### src/rtl/multi_cycle_controller.sv
// Main control FSM of the multi-cycle MIPS CPU: steps each instruction through IF/ID/EX/MEM/WB and drives datapath controls.
// Latency: outputs are a combinational decode of the current state. lw takes 5 cycles; sw/R/I take 4; beq/j/jal/jr/jalr take 3.
// Backpressure: none. The FSM advances every cycle. Optional macro ILLEGAL_TRAP_EN sends undecoded instructions to an absorbing TRAP state.
module multi_cycle_controller (
  input  logic       clk,
  input  logic       reset,
  input  logic [5:0] OpCode,
  input  logic [5:0] Funct,
  output logic       PCWrite,
  output logic       PCWriteCond,
  output logic       IorD,
  output logic       MemRead,
  output logic       MemWrite,
  output logic       IRWrite,
  output logic       RegWrite,
  output logic       ExtOp,
  output logic       LuiOp,
  output logic [1:0] RegDst,
  output logic [1:0] MemtoReg,
  output logic [1:0] ALUSrcA,
  output logic [1:0] ALUSrcB,
  output logic [1:0] PCSource,
  output logic [3:0] ALUOp,
  output logic       Illegal
);

  typedef enum logic [3:0] {
    S_INIT  = 4'd0,
    S_IF    = 4'd1,
    S_ID    = 4'd2,
    S_MADDR = 4'd3,
    S_MRD   = 4'd4,
    S_LWB   = 4'd5,
    S_MWR   = 4'd6,
    S_REX   = 4'd7,
    S_RWB   = 4'd8,
    S_IEX   = 4'd9,
    S_IWB   = 4'd10,
    S_BR    = 4'd11,
    S_JMP   = 4'd12,
    S_JR    = 4'd13,
    S_TRAP  = 4'd14
  } state_t;

  // ALU operation class codes (low three bits of ALUOp)
  localparam logic [2:0] ALU_ADD   = 3'b000;
  localparam logic [2:0] ALU_SUB   = 3'b001;
  localparam logic [2:0] ALU_FUNCT = 3'b010;
  localparam logic [2:0] ALU_AND   = 3'b100;
  localparam logic [2:0] ALU_SLT   = 3'b101;

  // Opcodes
  localparam logic [5:0] OP_RTYPE = 6'h00;
  localparam logic [5:0] OP_J     = 6'h02;
  localparam logic [5:0] OP_JAL   = 6'h03;
  localparam logic [5:0] OP_BEQ   = 6'h04;
  localparam logic [5:0] OP_ADDI  = 6'h08;
  localparam logic [5:0] OP_ADDIU = 6'h09;
  localparam logic [5:0] OP_SLTI  = 6'h0a;
  localparam logic [5:0] OP_SLTIU = 6'h0b;
  localparam logic [5:0] OP_ANDI  = 6'h0c;
  localparam logic [5:0] OP_LUI   = 6'h0f;
  localparam logic [5:0] OP_LW    = 6'h23;
  localparam logic [5:0] OP_SW    = 6'h2b;

  // Funct codes
  localparam logic [5:0] FN_SLL  = 6'h00;
  localparam logic [5:0] FN_SRL  = 6'h02;
  localparam logic [5:0] FN_SRA  = 6'h03;
  localparam logic [5:0] FN_JR   = 6'h08;
  localparam logic [5:0] FN_JALR = 6'h09;

  state_t state_q, state_d;

  // Instruction-class decode. These are only meaningful from ID onward,
  // once the instruction register has been loaded.
  logic is_mem, is_rtype, is_jr_fn, is_beq, is_jump, is_imm;
  logic is_shift_imm, is_andi, is_lui;

  assign is_mem       = (OpCode == OP_LW) || (OpCode == OP_SW);
  assign is_rtype     = (OpCode == OP_RTYPE);
  assign is_jr_fn     = (Funct == FN_JR) || (Funct == FN_JALR);
  assign is_beq       = (OpCode == OP_BEQ);
  assign is_jump      = (OpCode == OP_J) || (OpCode == OP_JAL);
  assign is_imm       = (OpCode == OP_ADDI)  || (OpCode == OP_ADDIU) ||
                        (OpCode == OP_SLTI)  || (OpCode == OP_SLTIU) ||
                        (OpCode == OP_ANDI)  || (OpCode == OP_LUI);
  assign is_shift_imm = (Funct == FN_SLL) || (Funct == FN_SRL) || (Funct == FN_SRA);
  assign is_andi      = (OpCode == OP_ANDI);
  assign is_lui       = (OpCode == OP_LUI);

  // State register; asynchronous reset aborts any instruction in flight
  always_ff @(posedge clk or negedge reset) begin
    if (!reset) begin
      state_q <= S_INIT;
    end else begin
      state_q <= state_d;
    end
  end

  // Next-state sequencing and ID dispatch
  always_comb begin
    state_d = state_q;
    case (state_q)
      S_INIT: state_d = S_IF;
      S_IF:   state_d = S_ID;
      S_ID: begin
        if (is_mem) begin
          state_d = S_MADDR;
        end else if (is_rtype) begin
          state_d = is_jr_fn ? S_JR : S_REX;
        end else if (is_beq) begin
          state_d = S_BR;
        end else if (is_jump) begin
          state_d = S_JMP;
        end else if (is_imm) begin
          state_d = S_IEX;
        end else begin
`ifdef ILLEGAL_TRAP_EN
          state_d = S_TRAP;
`else
          // PC was already advanced in IF, so this acts as a NOP
          state_d = S_IF;
`endif
        end
      end
      S_MADDR: state_d = (OpCode == OP_LW) ? S_MRD : S_MWR;
      S_MRD:   state_d = S_LWB;
      S_LWB:   state_d = S_IF;
      S_MWR:   state_d = S_IF;
      S_REX:   state_d = S_RWB;
      S_RWB:   state_d = S_IF;
      S_IEX:   state_d = S_IWB;
      S_IWB:   state_d = S_IF;
      S_BR:    state_d = S_IF;
      S_JMP:   state_d = S_IF;
      S_JR:    state_d = S_IF;
`ifdef ILLEGAL_TRAP_EN
      S_TRAP:  state_d = S_TRAP;
`endif
      default: state_d = S_INIT;
    endcase
  end

  // Datapath control decode; anything not set for a state stays 0
  always_comb begin
    PCWrite     = 1'b0;
    PCWriteCond = 1'b0;
    IorD        = 1'b0;
    MemRead     = 1'b0;
    MemWrite    = 1'b0;
    IRWrite     = 1'b0;
    RegWrite    = 1'b0;
    ExtOp       = 1'b0;
    LuiOp       = 1'b0;
    RegDst      = 2'b00;
    MemtoReg    = 2'b00;
    ALUSrcA     = 2'b00;
    ALUSrcB     = 2'b00;
    PCSource    = 2'b00;
    ALUOp       = 4'b0000;
    Illegal     = 1'b0;
    case (state_q)
      S_IF: begin
        // Fetch and PC+4 in one go
        MemRead  = 1'b1;
        IRWrite  = 1'b1;
        PCWrite  = 1'b1;
        ALUSrcA  = 2'b00;
        ALUSrcB  = 2'b01;
        ALUOp    = {1'b0, ALU_ADD};
        PCSource = 2'b00;
      end
      S_ID: begin
        // Speculative branch target into ALUOut
        ALUSrcA = 2'b00;
        ALUSrcB = 2'b11;
        ExtOp   = 1'b1;
        ALUOp   = {1'b0, ALU_ADD};
      end
      S_MADDR: begin
        ALUSrcA = 2'b01;
        ALUSrcB = 2'b10;
        ExtOp   = 1'b1;
        ALUOp   = {1'b0, ALU_ADD};
      end
      S_MRD: begin
        MemRead = 1'b1;
        IorD    = 1'b1;
      end
      S_LWB: begin
        RegWrite = 1'b1;
        RegDst   = 2'b00;
        MemtoReg = 2'b01;
      end
      S_MWR: begin
        MemWrite = 1'b1;
        IorD     = 1'b1;
      end
      S_REX: begin
        // Immediate shifts take shamt on the A port
        ALUSrcA = is_shift_imm ? 2'b10 : 2'b01;
        ALUSrcB = 2'b00;
        ALUOp   = {1'b0, ALU_FUNCT};
      end
      S_RWB: begin
        RegWrite = 1'b1;
        RegDst   = 2'b01;
        MemtoReg = 2'b00;
      end
      S_IEX: begin
        ALUSrcA  = 2'b01;
        ALUSrcB  = 2'b10;
        ExtOp    = !is_andi;
        LuiOp    = is_lui;
        // OpCode[0] tells the ALU-control decoder signed vs unsigned
        ALUOp[3] = OpCode[0];
        case (OpCode)
          OP_SLTI, OP_SLTIU: ALUOp[2:0] = ALU_SLT;
          OP_ANDI:           ALUOp[2:0] = ALU_AND;
          default:           ALUOp[2:0] = ALU_ADD;
        endcase
      end
      S_IWB: begin
        RegWrite = 1'b1;
        RegDst   = 2'b00;
        MemtoReg = 2'b00;
      end
      S_BR: begin
        ALUSrcA     = 2'b01;
        ALUSrcB     = 2'b00;
        ALUOp       = {1'b0, ALU_SUB};
        PCWriteCond = 1'b1;
        PCSource    = 2'b01;
      end
      S_JMP: begin
        PCWrite  = 1'b1;
        PCSource = 2'b10;
        if (OpCode == OP_JAL) begin
          RegWrite = 1'b1;
          RegDst   = 2'b10;
          MemtoReg = 2'b10;
        end
      end
      S_JR: begin
        PCWrite  = 1'b1;
        PCSource = 2'b11;
        if (Funct == FN_JALR) begin
          RegWrite = 1'b1;
          RegDst   = 2'b01;
          MemtoReg = 2'b10;
        end
      end
`ifdef ILLEGAL_TRAP_EN
      S_TRAP: begin
        Illegal = 1'b1;
      end
`endif
      default: ;
    endcase
  end

endmodule

### config.mk
export PLATFORM = sky130hd
export DESIGN_NAME = multi_cycle_controller
export DESIGN_NICKNAME = d
export VERILOG_FILES = /design/src/rtl/multi_cycle_controller.sv
export SDC_FILE = /design/constraint.sdc
export NUM_CORES = 1
export LEC_CHECK = 0
export CAP_MARGIN = 20
export CORE_AREA = 2 2 39 41
export DETAILED_ROUTE_END_ITERATION = 6
export DIE_AREA = 0 0 41 43
export DONT_BUFFER_PORTS = 1
export GPL_TIMING_DRIVEN = 1
export PLACE_DENSITY = 0.72
export SLEW_MARGIN = 20
export SYNTH_ARGS = -nofsm -noshare
export SYNTH_HDL_FRONTEND = slang
export SYNTH_SLANG_ARGS = --single-unit
### constraint.sdc
create_clock -name clk -period 3.9 [get_ports clk]
set_input_delay 1.17 -clock clk [delete_from_list [all_inputs] [get_ports clk]]
set_output_delay 1.17 -clock clk [all_outputs]
set_load 0.02 [all_outputs]
==> impl_metrics.py, run 1 <==
metrics = {
    "status": {
        "outcome": "finished, final reports clean",
    },
    "global_routing": {
        "grt_pass1_vias": 560,
        "grt_max_degree": 21,
        "grt_pass1_wl_um": 2456,
        "grt_usage_pct": 19.90,
        "overflow": 0,
        "antenna_found_initial": 0,
    },
    "die": {
        "initial_core_util_pct": 46.02,
        "coreArea_um2": 1384,
        "die_y_um": 43,
        "die-width_um": 41,
        "rows": 14,
        "die_area_um2": 1763,
        "ios": 38,
    },
    "worst_setup_path": {
        "cp-end-kind": "output port",
        "slowest_delay_ns": 0.54,
        "critPathLaunchType": "primary input",
        "cp_data_required_time_ns": 2.73,
        "path_max_fanout": 3,
        "critPathKind": "in -> out",
        "rrSetupSlack_ns": 2.49,
        "cpMaxStageDelayCell": "or4b_4",
        "worstPathArrival_ns": 2.46,
        "path_cells": "or4b_4 > or4_4 > o21ai_2 > or3_1",
    },
    "drt": {
        "met3WireLength_um": 161,
        "drc": 0,
        "wl_met1_um": 661,
        "route.top_layer_used": "met4",
        "wl_met2_um": 806,
        "drt_iter0_drc": 31,
        "avgRoutedWirePerCell_um": 14.66,
        "postRouteAntennaNets": 0,
        "dr.pass1.iters": 4,
        "viasPerCell": 6.348,
        "vias": 711,
        "wl_um": 1642,
    },
    "cts": {
        "clockBufferDepth": 2,
        "cts_hold_buf": 0,
        "post_cts_resized": 0,
        "clk_latency_ns": 0.23,
        "post-cts-setup-buffer-count": 0,
        "ctsHtreeMaxLevel": 1,
        "clockRootBuffer": "clkbuf_4",
        "cts_made_buffers": 3,
        "cts_tree": "built",
        "cts_sinks": 4,
        "clk_pin_slew_ns": 0.04,
    },
    "synth": {
        "synth_cell_type_count": 37,
        "yosys-top-cells-area": "dfrtp_1 16%, nor2_1 9.4%, nand2_1 7.1%, nand2b_1 5.9%, a21oi_1 3.9%",
        "syn_area_per_cell_um2": 6.566,
        "yosys_register_bits": 4,
        "ys_seq_area_share_pct": 15.72,
        "synth_flop_cell": "dfrtp_1",
        "yosys_warnings": 0,
        "synth.largest_area_cell": "dfrtp_1",
        "synth_top_area_share_pct": 15.72,
        "postSynth.asyncResetShare_pct": 100.0,
        "syn_area_um2": 636.9,
        "synth_edf_count": 0,
        "synthCells": 97,
        "syn-num-nets": 111,
    },
    "power": {
        "power_leakage_nw": 0.2554,
        "switchingPower_uw": 290.2,
        "switching_share_pct": 61.30,
        "p_int_uw": 183.2,
        "powerDensity_nw_per_um2": 705.9,
        "clkPwrFrac_pct": 10.6,
        "ir_drop_uv": 292.2,
        "combPwrFrac_pct": 61.9,
        "pwr-share-seq_pct": 27.5,
    },
    "place": {
        "dpl_cell_area_um2": 648.1,
        "routabilityCongestion": 0.8949,
        "dp_hpwl_um": 1260,
        "placedCellCount": 109,
        "port_buffers": 0,
    },
    "final_layout": {
        "area_growth_pct": 5.304,
        "layout.cells.non_filler": 112,
        "design_area_um2": 670.6,
        "layout_common_cells": "16 x nor2_1, 12 x nand2_1, 6 x nand2b_1",
        "final_common_cell": "nor2_1",
        "reg_top3": "state_q x4",
        "fin_nets": 112,
        "largest_reg_flops": 4,
        "diodes": 0,
        "largest_register": "state_q",
        "drive_gt1_share_pct": 11.46,
    },
    "sta": {
        "finalSetupTns_ns": 0,
        "skew_ns": 0.001886,
        "setup_viol": 0,
        "drv_slew": 0,
        "max_freq_mhz": 275.6,
        "finalCriticalPeriod_ns": 3.628,
        "timing.final.crit_share_pct": 93.04,
        "rsz0062_at_grt": "false",
        "maxSlewHeadroom_pct": 52.43,
        "tightestPinTransition_ns": 0.7075,
        "finalHoldViolCount": 0,
    },
    "hold_path": {
        "min_path_type": "in -> async",
    },
    "flow_run": {
        "drv_cap": 0,
    },
}
-- through the flow --
stage	utilization [%]	setup slack, ns	power [mW]	hold slack, ns
floorplan	-	0.1330	0.3918	0.6182
global placement	46.84	0.3038	0.4213	0.6604
detailed placement	46.84	0.2788	0.4236	0.6859
CTS	48.46	0.2775	0.4757	0.6283
global route	48.46	0.2503	0.5129	0.6222
finish	48.46	0.2716	0.4734	0.6342
-- final cells by class --
type	instances	area, um2
multi-input cells	83	494.2
repair buffers	3	22.52
well taps	16	20.02
flip-flops and latches	4	100.1
clock buffers	3	22.52
inverters	3	11.26
fillers	147	713.2
-- routing by layer --
| metal | up-vias | track usage (%) |
|---|---|---|
| met3 | 2 | 4.188 |
| met4 | 0 | 9.333 |
| met1 | 320 | 29.68 |
| li1 | 348 | - |
| met5 | - | 0 |
| met2 | 41 | 26.25 |
-- critical path, delay by kind of cell --
family           cells  cell delay (ns)
AND/OR/NAND/NOR      3             1.21
AO/OA/AOI/OAI        1             0.08
-- logic make-up after synthesis --
family	synth area share [%]
AO/OA/AOI/OAI	25.34
XOR/XNOR	2.751
buffers and inverters	6.877
flip-flops	15.72
multiplexers	1.572
other	0.5888
AND/OR/NAND/NOR	47.15
-- synth_stat cells, types with 2 or more instances --
library cell	count
nor2_1	16
nand2_1	12
nand2b_1	6
a21oi_1	5
dfrtp_1	4
nor3_1	4
or3_1	4
inv_1	3
nor4_1	3
o21a_1	3
o21ai_0	3
buf_1	2
buf_2	2
clkbuf_1	2
nand3_1	2
o211ai_1	2
o31ai_1	2
or4_4	2
xnor2_1	2
-- final timing paths --
kind	cells past startpoint	from	endpoint
max in group asynchronous	0	reset	state_q[2]
min	0	reset	state_q[0]
min reg2reg	1	state_q[3]	state_q[2]
max reg2reg	3	state_q[1]	state_q[3]
min in group clk	1	state_q[3]	state_q[2]
max	4	Funct[2]	RegWrite
-- power groups by stage --
stage / logic, mW / clock network (mW) / registers, mW
after floorplan: 0.325 / 0 / 0.0670
after global placement: 0.292 / 0 / 0.129
after detailed placement: 0.293 / 0 / 0.130
after CTS: 0.294 / 0.0524 / 0.129
after global routing: 0.320 / 0.0546 / 0.138
final: 0.293 / 0.0503 / 0.130
Power figures use the tool's default switching activity.
==> run 2: changes to the inputs <==
CORE_AREA = not set   (was 2 2 39 41)
CORE_MARGIN = 2   (was not set)
CORE_UTILIZATION = 40   (was not set)
DIE_AREA = not set   (was 0 0 41 43)
PLACE_DENSITY = 0.63   (was 0.72)
==> run 2 against run 1 <==
Net effect:
- final cell count unchanged
- count of clock-buffer cells in the layout stayed put
- critical path depth unchanged
- combinational power barely moved
- first-iteration DRC count is 29% lower
- design area stayed put
- setup slack improved by 0.0064 ns
- largest cell class unchanged
- utilization shrank 3.9 points
- sequential share of layout area stayed put
- wire length increased by 4.5%
- clock power grew 5.8%
- critical path type unchanged
- register-to-register slack lost 0.07 ns
==> impl_metrics.py, run 2 (same netlist as run 1, synthesis figures left out) <==
metrics = {
    "sta": {
        "maxSlewHeadroom_pct": 52.49,
        "finalCriticalPeriod_ns": 3.622,
        "tightestPinTransition_ns": 0.7066,
        "drv_slew": 0,
        "skew_ns": 0.004905,
        "finalSetupTns_ns": 0,
        "rsz0062_at_grt": "false",
        "timing.final.crit_share_pct": 92.87,
        "setup_viol": 0,
        "max_freq_mhz": 276.1,
        "finalHoldViolCount": 0,
        "hold_ws_ns": 0.6222,
    },
    "power": {
        "powerDensity_nw_per_um2": 714.6,
        "p_total_uw": 479.2,
        "power_leakage_nw": 0.2554,
        "ir_drop_uv": 295.9,
    },
    "global_routing": {
        "grt_max_degree": 21,
        "grt_pass1_vias": 602,
        "antenna_found_initial": 0,
        "grt_pass1_wl_um": 2546,
        "overflow": 0,
        "grt_usage_pct": 17.83,
    },
    "final_layout": {
        "largest_reg_flops": 4,
        "diodes": 0,
        "layout_common_cells": "16 x nor2_1, 12 x nand2_1, 6 x nand2b_1",
        "fin_nets": 112,
        "area_growth_pct": 5.304,
        "fill_cells": 157,
        "largest_register": "state_q",
        "final_common_cell": "nor2_1",
        "drive_gt1_share_pct": 11.46,
        "reg_top3": "state_q x4",
        "layout.cells.non_filler": 112,
    },
    "worst_setup_path": {
        "cp_data_required_time_ns": 2.73,
        "cpMaxStageDelayCell": "or4b_4",
        "slowest_delay_ns": 0.53,
        "critPathKind": "in -> out",
        "path_cells": "or4b_4 > or4_4 > o21ai_2 > or3_1",
        "critical_path_buf_inv_count": 0,
        "cp-end-kind": "output port",
        "worstPathArrival_ns": 2.45,
        "path_max_fanout": 3,
        "critPathLaunchType": "primary input",
        "path_delay_family": "simple AND/OR/NAND/NOR gates",
    },
    "cts": {
        "clk_latency_ns": 0.24,
        "ctsHtreeMaxLevel": 1,
        "post-cts-setup-buffer-count": 0,
        "cts_hold_buf": 0,
        "clk_pin_slew_ns": 0.04,
        "post_cts_resized": 0,
        "cts_tree": "built",
        "cts_sinks": 4,
        "clockRootBuffer": "clkbuf_4",
        "cts_made_buffers": 3,
        "clockBufferDepth": 2,
    },
    "die": {
        "rows": 14,
        "initial_core_util_pct": 42.28,
        "coreArea_um2": 1506,
        "die_y_um": 43.90,
        "die_area_um2": 1927,
        "ios": 38,
        "die-width_um": 43.90,
    },
    "drt": {
        "avgRoutedWirePerCell_um": 15.32,
        "dr.pass1.iters": 4,
        "drt_iter0_drc": 22,
        "vias": 708,
        "viasPerCell": 6.321,
        "postRouteAntennaNets": 0,
        "drc": 0,
        "wl_um": 1716,
    },
    "place": {
        "routabilityCongestion": 0.8170,
        "dp_hpwl_um": 1293,
        "port_buffers": 0,
        "placedCellCount": 109,
    },
    "flow_run": {
        "drv_cap": 0,
    },
    "hold_path": {
        "min_path_type": "in -> async",
    },
    "status": {
        "outcome": "finished, final reports clean",
    },
}
run 2: cell counts in the layout (fill, tap and decap cells not counted):
No cell type changed its count.
run 2: final cells by class:
type | instances | area, um2 | share of cell area [%]
sequential | 4 | 100.1 | 14.93
clock buffer | 3 | 22.52 | 3.358
timing repair buffer | 3 | 22.52 | 3.358
multi-input combinational | 83 | 494.2 | 73.69
inverter | 3 | 11.26 | 1.679
tap | 16 | 20.02 | 2.985
run 2: final timing paths:
kind                       startpoint         end  slack, ns  depth (start not counted)
max in group asynchronous       reset  state_q[3]       3.21                          0
min in group clk           state_q[3]  state_q[2]       0.66                          1
max reg2reg                state_q[1]  state_q[3]       2.42                          3
min reg2reg                state_q[3]  state_q[2]       0.66                          1
max                          Funct[2]    RegWrite       0.28                          4
min                             reset  state_q[0]       0.62                          0
run 2: layer usage:
layer	up-vias	routed length, um	global-route usage [%]
met4	0	12	5.455
met3	2	152	6.250
met1	321	773	24.87
met5	-	0	0
li1	349	-	-
met2	36	778	25.59
run 2: power breakdown:
part	internal [mW]	switching, mW	leakage (nW)	total (mW)
registers	0.0587	0.0747	0.0503	0.133
logic	0.0900	0.203	0.191	0.293
clock network	0.0345	0.0187	0.0138	0.0532
run 2: stage by stage:
stage	worst slack, ns	utilization (%)	instance area, um2
after CTS	0.2772	44.52	670.6
after detailed placement	0.2812	43.02	648.1
final	0.2779	44.52	670.6
after global placement	0.2970	43.02	648.1
after global routing	0.2403	44.52	670.6
after floorplan	0.1330	-	636.9
==> run 3: changes to the inputs <==
==> constraint.sdc (replaced) <==
create_clock -name clk -period 3.9 [get_ports clk]
set_input_delay 1.17 -clock clk [delete_from_list [all_inputs] [get_ports clk]]
set_output_delay 1.17 -clock clk [all_outputs]
set_load 0.005 [all_outputs]
==> run 3 against run 2 <==
Net effect:
- total power down 16%
- sequential power down 18%
- global-route usage up 0.39 points
==> impl_metrics.py, run 3 (same netlist as run 1, synthesis figures left out) <==
metrics = {
    "global_routing": {
        "overflow": 0,
        "grt_usage_pct": 18.22,
        "grt_max_degree": 21,
        "antenna_found_initial": 0,
        "grt_pass1_wl_um": 2615,
        "grt_pass1_vias": 571,
    },
    "sta": {
        "maxSlewHeadroom_pct": 60.28,
        "setup_viol": 0,
        "finalCriticalPeriod_ns": 3.544,
        "timing.final.crit_share_pct": 90.88,
        "drv_slew": 0,
        "rsz0062_at_grt": "false",
        "finalSetupTns_ns": 0,
        "hold_ws_ns": 0.6273,
        "skew_ns": 0.006093,
        "max_freq_mhz": 282.1,
        "tightestPinTransition_ns": 0.5808,
        "finalHoldViolCount": 0,
    },
    "final_layout": {
        "fin_util_pct": 43.44,
        "fin_nets": 110,
        "largest_reg_flops": 4,
        "fill_cells": 173,
        "drive_gt1_share_pct": 9.574,
        "diodes": 0,
        "layout_common_cells": "16 x nor2_1, 12 x nand2_1, 6 x nand2b_1",
        "reg_top3": "state_q x4",
        "register_area_um2": 100.1,
        "multi_input_area_um2": 493.0,
        "area_growth_pct": 2.751,
        "design_area_um2": 654.4,
        "layout.cells.non_filler": 110,
        "final_common_cell": "nor2_1",
        "largest_register": "state_q",
    },
    "cts": {
        "cts_hold_buf": 0,
        "cts_made_buffers": 3,
        "cts_tree": "built",
        "post_cts_resized": 0,
        "ctsHtreeMaxLevel": 1,
        "clk_latency_ns": 0.24,
        "clockRootBuffer": "clkbuf_4",
        "cts_sinks": 4,
        "clk_pin_slew_ns": 0.04,
        "post-cts-setup-buffer-count": 0,
        "clockBufferDepth": 2,
    },
    "place": {
        "placedCellCount": 107,
        "dp_hpwl_um": 1285,
        "port_buffers": 0,
        "dpl_cell_area_um2": 631.9,
        "routabilityCongestion": 0.8216,
    },
    "die": {
        "coreArea_um2": 1506,
        "rows": 14,
        "die_area_um2": 1927,
        "die_y_um": 43.90,
        "die-width_um": 43.90,
        "ios": 38,
        "initial_core_util_pct": 42.28,
    },
    "drt": {
        "dr.pass1.iters": 4,
        "postRouteAntennaNets": 0,
        "vias": 681,
        "drc": 0,
        "viasPerCell": 6.191,
        "avgRoutedWirePerCell_um": 15.41,
        "wl_um": 1695,
        "drt_iter0_drc": 16,
    },
    "power": {
        "power_leakage_nw": 0.2437,
        "powerDensity_nw_per_um2": 614.6,
        "ir_drop_uv": 269.4,
    },
    "worst_setup_path": {
        "worstPathArrival_ns": 2.37,
        "cp_data_required_time_ns": 2.73,
        "cp-end-kind": "output port",
        "path_max_fanout": 3,
        "r2r_cells": 3,
        "critPathKind": "in -> out",
        "critPathLaunchType": "primary input",
    },
    "hold_path": {
        "min_path_type": "in -> async",
    },
    "flow_run": {
        "drv_cap": 0,
    },
    "status": {
        "outcome": "finished, final reports clean",
    },
}
-- run 3: metal layers --
layer  up-vias  global-route usage [%]  part of all wire (%)
met5         -                       0                     0
met4         0                   1.818                     0
met3         0                   7.500                   7.3
met2        23                   25.29                    45
met1       313                   27.00                    48
li1        345                       -                     -
-- run 3: final timing paths --
check	startpoint	end	slack, ns
worst min-delay path	reset	state_q[0]	0.63
worst max-delay path	Funct[2]	RegWrite	0.36
min in group clk	state_q[3]	state_q[2]	0.66
worst min register to register	state_q[3]	state_q[2]	0.66
max in group asynchronous	reset	state_q[3]	3.20
worst max register to register	state_q[1]	state_q[3]	2.47
-- run 3: final cells by class --
class / instances / share of cell area (%)
multi-input cells: 83 / 75.33
flip-flops and latches: 4 / 15.30
clock buffers: 3 / 3.442
well taps: 16 / 3.059
inverters: 3 / 1.721
repair buffers: 1 / 1.147
-- run 3: report_power, final --
part | internal, mW | switching (mW) | leakage [nW]
combinational | 0.0960 | 0.146 | 0.180
clock | 0.0344 | 0.0167 | 0.0138
sequential | 0.0591 | 0.0500 | 0.0503
-- run 3: critical path, stage by stage --
cell,delay (ns)
or4b_4,0.53
or4_4,0.44
o21ai_2,0.09
or3_1,0.15
-- run 3: metrics by stage --
| step | power (mW) | worst slack [ns] |
|---|---|---|
| CTS | 0.4033 | 0.3538 |
| global route | 0.4416 | 0.3252 |
| floorplan | 0.3086 | 0.3951 |
| detailed placement | 0.3500 | 0.3555 |
| finish | 0.4022 | 0.3557 |
| global placement | 0.3498 | 0.3690 |
